### src/rtl/intr_pending_ctrl_if.sv
// CPU-side bundle for intr_pending_ctrl: raw lines, mask/ack/eoi strobes and the register view.
// Mode-register ports exist only when INTR_LEVEL_MODE_EN is defined.
interface intr_pending_ctrl_if;
    logic [7:0] irq_in;
    logic       mask_we;
    logic [7:0] mask_wdata;
    logic       ack;
    logic [2:0] ack_vec;
    logic       eoi;
    logic [7:0] intr_out;
    logic [7:0] pending;
    logic [7:0] mask;
    logic [7:0] in_service;
    logic       spurious;
`ifdef INTR_LEVEL_MODE_EN
    logic       mode_we;
    logic [7:0] mode_wdata;

    modport master (
        output irq_in, mask_we, mask_wdata, ack, ack_vec, eoi, mode_we, mode_wdata,
        input  intr_out, pending, mask, in_service, spurious
    );
    modport slave (
        input  irq_in, mask_we, mask_wdata, ack, ack_vec, eoi, mode_we, mode_wdata,
        output intr_out, pending, mask, in_service, spurious
    );
`else
    modport master (
        output irq_in, mask_we, mask_wdata, ack, ack_vec, eoi,
        input  intr_out, pending, mask, in_service, spurious
    );
    modport slave (
        input  irq_in, mask_we, mask_wdata, ack, ack_vec, eoi,
        output intr_out, pending, mask, in_service, spurious
    );
`endif
endinterface

### src/rtl/intr_pending_ctrl.sv
// Interrupt capture stage: synchronise, edge-detect, pending/mask/in-service with priority nesting.
// Define INTR_LEVEL_MODE_EN to add a per-line level-trigger mode register.
module intr_pending_ctrl #(
    parameter int unsigned SYNC_STAGES = 2,
    parameter logic [7:0]  MASK_RESET  = 8'h00
) (
    input logic               clk,
    input logic               rst,
    intr_pending_ctrl_if.slave bus
);

    logic [7:0] sync_q [SYNC_STAGES];
    logic [7:0] sync_d [SYNC_STAGES];
    logic [7:0] irq_d_q, irq_d_d;
    logic [7:0] pending_q, pending_d;
    logic [7:0] mask_q, mask_d;
    logic [7:0] in_service_q, in_service_d;
    logic       spurious_q, spurious_d;

    logic [7:0] irq_s, rise, set_vec;
    logic [7:0] allow, hi_oh, ack_oh, intr_out;
    logic       ack_valid;

`ifdef INTR_LEVEL_MODE_EN
    logic [7:0] mode_q, mode_d;
`endif

    assign irq_s = sync_q[SYNC_STAGES-1];
    assign rise  = irq_s & ~irq_d_q;

    always_comb begin
        sync_d[0] = bus.irq_in;
        for (int s = 1; s < int'(SYNC_STAGES); s++) begin
            sync_d[s] = sync_q[s-1];
        end
    end

    // allow[i]: nothing at priority i or above is in service; hi_oh: highest in-service bit
    always_comb begin
        allow = '0;
        hi_oh = '0;
        for (int i = 0; i < 8; i++) begin
            allow[i] = ~|(in_service_q >> i);
            hi_oh[i] = in_service_q[i] & ~|(in_service_q >> (i + 1));
        end
    end

    assign intr_out  = pending_q & mask_q & allow;
    assign ack_oh    = 8'h01 << bus.ack_vec;
    assign ack_valid = bus.ack & |(intr_out & ack_oh);

`ifdef INTR_LEVEL_MODE_EN
    assign set_vec = rise | (irq_s & mode_q);
    assign mode_d  = bus.mode_we ? bus.mode_wdata : mode_q;
`else
    assign set_vec = rise;
`endif

    always_comb begin
        irq_d_d      = irq_s;
        mask_d       = bus.mask_we ? bus.mask_wdata : mask_q;
        pending_d    = (pending_q & ~(ack_valid ? ack_oh : 8'h00)) | set_vec;
        in_service_d = in_service_q;
        // eoi retires the pre-edge highest bit before a same-cycle ack adds its own
        if (bus.eoi) begin
            in_service_d = in_service_d & ~hi_oh;
        end
        if (ack_valid) begin
            in_service_d = in_service_d | ack_oh;
        end
        spurious_d = bus.ack & ~ack_valid;
    end

    always_ff @(posedge clk or posedge rst) begin
        if (rst) begin
            for (int s = 0; s < int'(SYNC_STAGES); s++) begin
                sync_q[s] <= '0;
            end
            irq_d_q      <= '0;
            pending_q    <= '0;
            mask_q       <= MASK_RESET;
            in_service_q <= '0;
            spurious_q   <= 1'b0;
        end else begin
            sync_q       <= sync_d;
            irq_d_q      <= irq_d_d;
            pending_q    <= pending_d;
            mask_q       <= mask_d;
            in_service_q <= in_service_d;
            spurious_q   <= spurious_d;
        end
    end

`ifdef INTR_LEVEL_MODE_EN
    always_ff @(posedge clk or posedge rst) begin
        if (rst) begin
            mode_q <= '0;
        end else begin
            mode_q <= mode_d;
        end
    end
`endif

    assign bus.intr_out   = intr_out;
    assign bus.pending    = pending_q;
    assign bus.mask       = mask_q;
    assign bus.in_service = in_service_q;
    assign bus.spurious   = spurious_q;

endmodule
### src/flat_wrapper.sv
// flat-port wrapper written by rule: the top's interface ports become plain ports
module intr_pending_ctrl_flat 
#(
    parameter int unsigned SYNC_STAGES = 2,
    parameter logic [7:0]  MASK_RESET  = 8'h00
)
  (clk, rst, bus_irq_in, bus_mask_we, bus_mask_wdata, bus_ack, bus_ack_vec, bus_eoi, bus_intr_out, bus_pending, bus_mask, bus_in_service, bus_spurious);
  intr_pending_ctrl_if bus_i ();
  input logic clk;
  input logic rst;
  input wire logic [$bits(bus_i.irq_in)-1:0] bus_irq_in;
  input wire logic [$bits(bus_i.mask_we)-1:0] bus_mask_we;
  input wire logic [$bits(bus_i.mask_wdata)-1:0] bus_mask_wdata;
  input wire logic [$bits(bus_i.ack)-1:0] bus_ack;
  input wire logic [$bits(bus_i.ack_vec)-1:0] bus_ack_vec;
  input wire logic [$bits(bus_i.eoi)-1:0] bus_eoi;
  output wire logic [$bits(bus_i.intr_out)-1:0] bus_intr_out;
  output wire logic [$bits(bus_i.pending)-1:0] bus_pending;
  output wire logic [$bits(bus_i.mask)-1:0] bus_mask;
  output wire logic [$bits(bus_i.in_service)-1:0] bus_in_service;
  output wire logic [$bits(bus_i.spurious)-1:0] bus_spurious;
  assign bus_i.irq_in = bus_irq_in;
  assign bus_i.mask_we = bus_mask_we;
  assign bus_i.mask_wdata = bus_mask_wdata;
  assign bus_i.ack = bus_ack;
  assign bus_i.ack_vec = bus_ack_vec;
  assign bus_i.eoi = bus_eoi;
  assign bus_intr_out = bus_i.intr_out;
  assign bus_pending = bus_i.pending;
  assign bus_mask = bus_i.mask;
  assign bus_in_service = bus_i.in_service;
  assign bus_spurious = bus_i.spurious;
  intr_pending_ctrl #(.SYNC_STAGES(SYNC_STAGES), .MASK_RESET(MASK_RESET)) u_core (.clk(clk), .rst(rst), .bus(bus_i));
endmodule
### config.mk
export PLATFORM = sky130hd
export DESIGN_NAME = intr_pending_ctrl_flat
export DESIGN_NICKNAME = d
export VERILOG_FILES = /design/src/rtl/intr_pending_ctrl_if.sv /design/src/rtl/intr_pending_ctrl.sv /design/src/flat_wrapper.sv
export SDC_FILE = /design/constraint.sdc
export NUM_CORES = 1
export LEC_CHECK = 0
export ABC_AREA = 0
export CAP_MARGIN = 15
export CORE_MARGIN = 3
export CORE_UTILIZATION = 41
export DETAILED_ROUTE_END_ITERATION = 10
export PLACE_DENSITY = 0.74
export SYNTH_ARGS = -nofsm -noshare
export SYNTH_HDL_FRONTEND = slang
export SYNTH_SLANG_ARGS = --single-unit
### constraint.sdc
create_clock -name clk -period 2 [get_ports clk]
set_clock_uncertainty 0.1 [all_clocks]
set_input_delay 0.5 -clock clk [delete_from_list [all_inputs] [get_ports clk]]
set_output_delay 0.5 -clock clk [all_outputs]
set_load 0.05 [all_outputs]
Word-level counts from Yosys, hierarchy flattened
Cells that the tools add are included.
{"block": "totals", "register_bits": 49, "in_bits": 24, "out_inout_bits": 33, "elab_cells": 48}
{"block": "classes", "n_shift": 1, "mux": 3, "bitwise_logic": 21, "n_reduce_logical": 16}
{"op": "8-bit bitwise AND", "n": 6}
{"op": "8-bit 2-to-1 mux", "n": 3}
{"op": "8-bit NOT", "n": 3}
{"op": "8-bit OR", "n": 2}
{"op": "8-bit OR reduction", "n": 2}
{"op": "1-bit bitwise AND", "n": 9}
{"op": "1-bit logical NOT", "n": 8}
{"op": "1-bit by 3-bit left shift with 8-bit output, first input constant", "n": 1}
{"op": "7-bit OR reduction", "n": 1}
{"op": "6-bit OR reduction", "n": 1}
{"op": "5-bit OR reduction", "n": 1}
{"op": "4-bit OR reduction", "n": 1}
{"op": "3-bit OR reduction", "n": 1}
{"op": "2-bit OR reduction", "n": 1}
{"op": "1-bit NOT", "n": 1}

Depth between registers and ports, before layout
{"block": "depth", "ltp_word": 10, "ltp_mapped": 6, "ltp_nobuf": 5}

Worst setup path after synthesis
Ideal clock, no wire load.
{"block": "synth_path", "kind": "register to output", "startpoint": "register u_core.in_service_q[4], in the netlist u_core.bus.in_service[4]", "endpoint": "output bus_intr_out[3]", "arrival_time_ps": 2321, "t_required_ps": 1400, "path_slack_ps": -921, "path_stages_with_launch": 3, "path_buffers": 0, "cell_sequence": "dfrtp_1 or4_4 nor3_1"}
{"block": "synth_between", "elab_chain_cells": 3}
{"item": "from (decl)", "line": "intr_pending_ctrl.sv:17", "text": "logic [7:0] in_service_q, in_service_d;"}
{"item": "from (signal assigned)", "line": "intr_pending_ctrl.sv:89", "text": "in_service_q <= in_service_d;"}
{"item": "5-bit OR reduction", "line": "intr_pending_ctrl.sv:43", "text": "allow[i] = ~|(in_service_q >> i);"}
{"item": "1-bit logical NOT", "line": "intr_pending_ctrl.sv:43"}
{"item": "8-bit bitwise AND", "line": "intr_pending_ctrl.sv:48", "text": "assign intr_out = pending_q & mask_q & allow;"}
{"item": "to (decl)", "line": "flat_wrapper.sv:17", "text": "output wire logic [$bits(bus_i.intr_out)-1:0] bus_intr_out;"}
No other way between the ends.

Worst setup path in the final report
Same ends and word-level chain as after synthesis.

==> summary.md <==
## Status
* status: complete, but fails checks
* violated checks: negative setup slack

## Logic synthesis
* most instantiated library cell after synthesis: dfrtp_1
* EDFF count, synth: 0
* Syn. warnings: 0
* proportion of netlist area held by the largest area contributor: 65.07%
* largest cells by area after synthesis: dfrtp_1 (65%), mux2_2 (4.8%), nand2_1 (3.2%)
* ys flop type: dfrtp_1
* cell types with the highest counts after synthesis: dfrtp_1 (49), nand2_1 (16), o21ai_0 (9)
* synthesized instance count: 150
* netlist area before placement: 1884 sq um
* number of distinct library cell variants in the gate-level netlist after synthesis: 36
* mean instance size in the synthesized netlist: 12.56 sq um
* sequential area share after synthesis: 65.07%
* fraction of registers with async set/reset: 100.0%
* most area-hungry cell type in the Yosys netlist: dfrtp_1
* flip-flop and latch count after synthesis: 49
* total nets after synthesis: 174

## Placed design
* Final Wtd Congestion: 0.9748
* number of I/O port buffers: 56
* half-perimeter wire length after placement: 3.531 mm
* instance count after placement with tap cells included: 276
* dpl ws: -370.1 ps

## Global route
* via count of the first global-routing pass: 1556
* number of antenna violations at the first check in global routing: 0
* Tot GR Track Use: 19.05%
* global-route wire length before repair: 7.672 mm
* pin count of the biggest net entering global routing: 50
* grt ovf: 0

## Timing
* Worst Hold Margin: 251.5 ps
* Hold Fails Final Rpt: 0
* max_slew headroom: 76.44%
* Final WS setup: -225.0 ps
* # setup viols final: 9
* fin crit period: 2225 ps
* transition time of the tightest slew-check pin: 352.6 ps
* fraction of the cycle the final worst path needs: 111.3%
* maximum achievable frequency: 449.4 MHz
* max-slew violation count: 0
* unrepaired setup endpoints after global routing: yes

## Cells and area
* total inserted antenna cells: 0
* final non-filler cell total: 290
* layout cells sized above 1: 45.80%
* post-synthesis to final-layout area growth: 57.97%
* net count reported at finish: 261
* fillers: 315

## Detailed routing
* overall via count from detail_route: 1517
* residual antenna-violating net count after detailed routing: 0
* number of detailed-route iterations in the first pass: 4
* met2 routed wirelength: 2.454 mm
* final wirelength: 4.783 mm
* sum of routed wire segments on met1: 1.904 mm
* detailed-routed wire length on met3: 367 um
* per-cell routed wire length: 16.49 um
* topmost layer with routed signal wires: met4
* post-route DRC violation count: 0
* drt via density: 5.231
* 1st-iter DRT viols: 78

## Clock tree
* depth of the CTS H-tree: 2
* clock-pin slew on the worst setup and hold paths: 80 ps
* total CTS buffers: 5
* Root Driver: clkbuf_8
* clock latency on the worst-skew pair: 300 ps
* clk buf depth: 2
* CTS tree: built
* sink count of the clock tree: 49

## Critical path
* worst-path cell chain: or4_4 -> nor3_4 -> buf_12
* required time of the critical path: 1400 ps
* CP Capture Type: primary output
* crit path DAT: 1630 ps
* Slowest Stage Delay on Critical Path: 590 ps
* slowest stage cell on the critical path: or4_4
* Worst Setup Path Type: register to primary output
* critical path launch point type: register
* top fanout value on the critical path: 3

## Die
* Placement Rows: 24
* Starting Density: 42.98%
* die outline area: 5445 sq um
* Die Wd: 73.79 um
* y dimension of the die: 73.79 um
* top-level I/O count: 57
* core area: 4384 sq um

## Min path
* type of the most critical hold path: register to register

## Pwr
* P_leak: 1.368 nW
* VDD IR max: 0.0005616 V
* areal power density over the cells: 771.2 nW/um^2

## Flow run
* MaxCap Viol Count: 0

[through the flow]
stage / TNS (ps) / power (mW) / utilization (%) / area, sq um
floorplan: -281.1 / 1.415 / - / 1934
finish: -1173 / 2.296 / 67.89 / 2977
CTS: -1120 / 2.308 / 66.98 / 2937
global placement: -1519 / 1.682 / 62.33 / 2733
detailed placement: -2547 / 1.699 / 62.33 / 2733
global route: -1846 / 2.402 / 67.89 / 2977
[logic make-up after synthesis]
logic type             Yosys count  share of synthesized area (%)
AOI/OAI and AO/OA               26                          9.961
and+or+nand+nor                 57                          18.20
DFF                             49                          65.07
buffers and inverters           10                          1.992
muxes                            8                          4.781
[cell type report]
class	instances	area [sq um]	share of cell area, %
sequential	49	1235	41.49
inverter	8	30.03	1.009
timing repair buffer	82	805.8	27.07
multi-input combinational	91	750.7	25.22
tap	52	65.06	2.186
clock buffer	8	90.09	3.026
[sequential cells by signal, indices dropped and copies added, names as in the netlist]
name and cells:
u_core.irq_d_q 8, u_core.bus.in_service 8, u_core.irq_d_d 8, u_core.bus.spurious 1, u_core.sync_d 8, u_core.bus.mask 8, u_core.bus.pending 8
[path summary, 6_finish.rpt]
kind	startpoint	endpoint	slack (ps)	depth (start not counted)
hold / removal	u_core.sync_d[4]	u_core.irq_d_d[4]	250	0
min in group asynchronous	rst	u_core.sync_d[0]	470	3
max in group asynchronous	rst	u_core.bus.in_service[7]	1090	3
setup reg to reg	u_core.bus.in_service[4]	u_core.bus.pending[0]	-100	7
setup / recovery	u_core.bus.in_service[4]	bus_intr_out[3]	-230	3
hold reg to reg	u_core.sync_d[4]	u_core.irq_d_d[4]	250	0
[worst max-delay path, delay by kind of cell, from the launching register on]
| kind | cells | cell delay [ps] |
|---|---|---|
| buffers and inverters | 1 | 160 |
| DFF | 1 | 410 |
| and+or+nand+nor | 2 | 760 |
[power breakdown]
part	internal [mW]	switching (mW)
combinational	0.286	0.352
sequential	1.04	0.0331
clock	0.282	0.300
[repair_timing]
item,4_1_cts,5_1_grt
hold buffers,0,0
setup endpoints to repair,10,16
pin swaps,11,5
buffers inserted,4,3
gates resized for setup,18,6
[metal layers]
layer	global-route usage [%]	up-vias
met5	0	-
met1	23.80	748
li1	-	707
met4	5.634	0
met3	5.472	5
met2	31.99	57
[placed cells by master, fill, tap and decap left out, types with 3 or more instances in the layout]
cell type	instances
inv_1	7
and3_4	5
buf_12	9
nor3_4	3
buf_6	4
dfrtp_1	42
nor2b_1	6
clkdlybuf4s50_1	21
nor2_4	5
clkbuf_8	6
buf_4	46
mux2_2	8
dfrtp_2	7
a22o_1	3
o21ai_0	9
a21boi_0	3
nand2_1	15
Power figures use the tool's default switching activity.
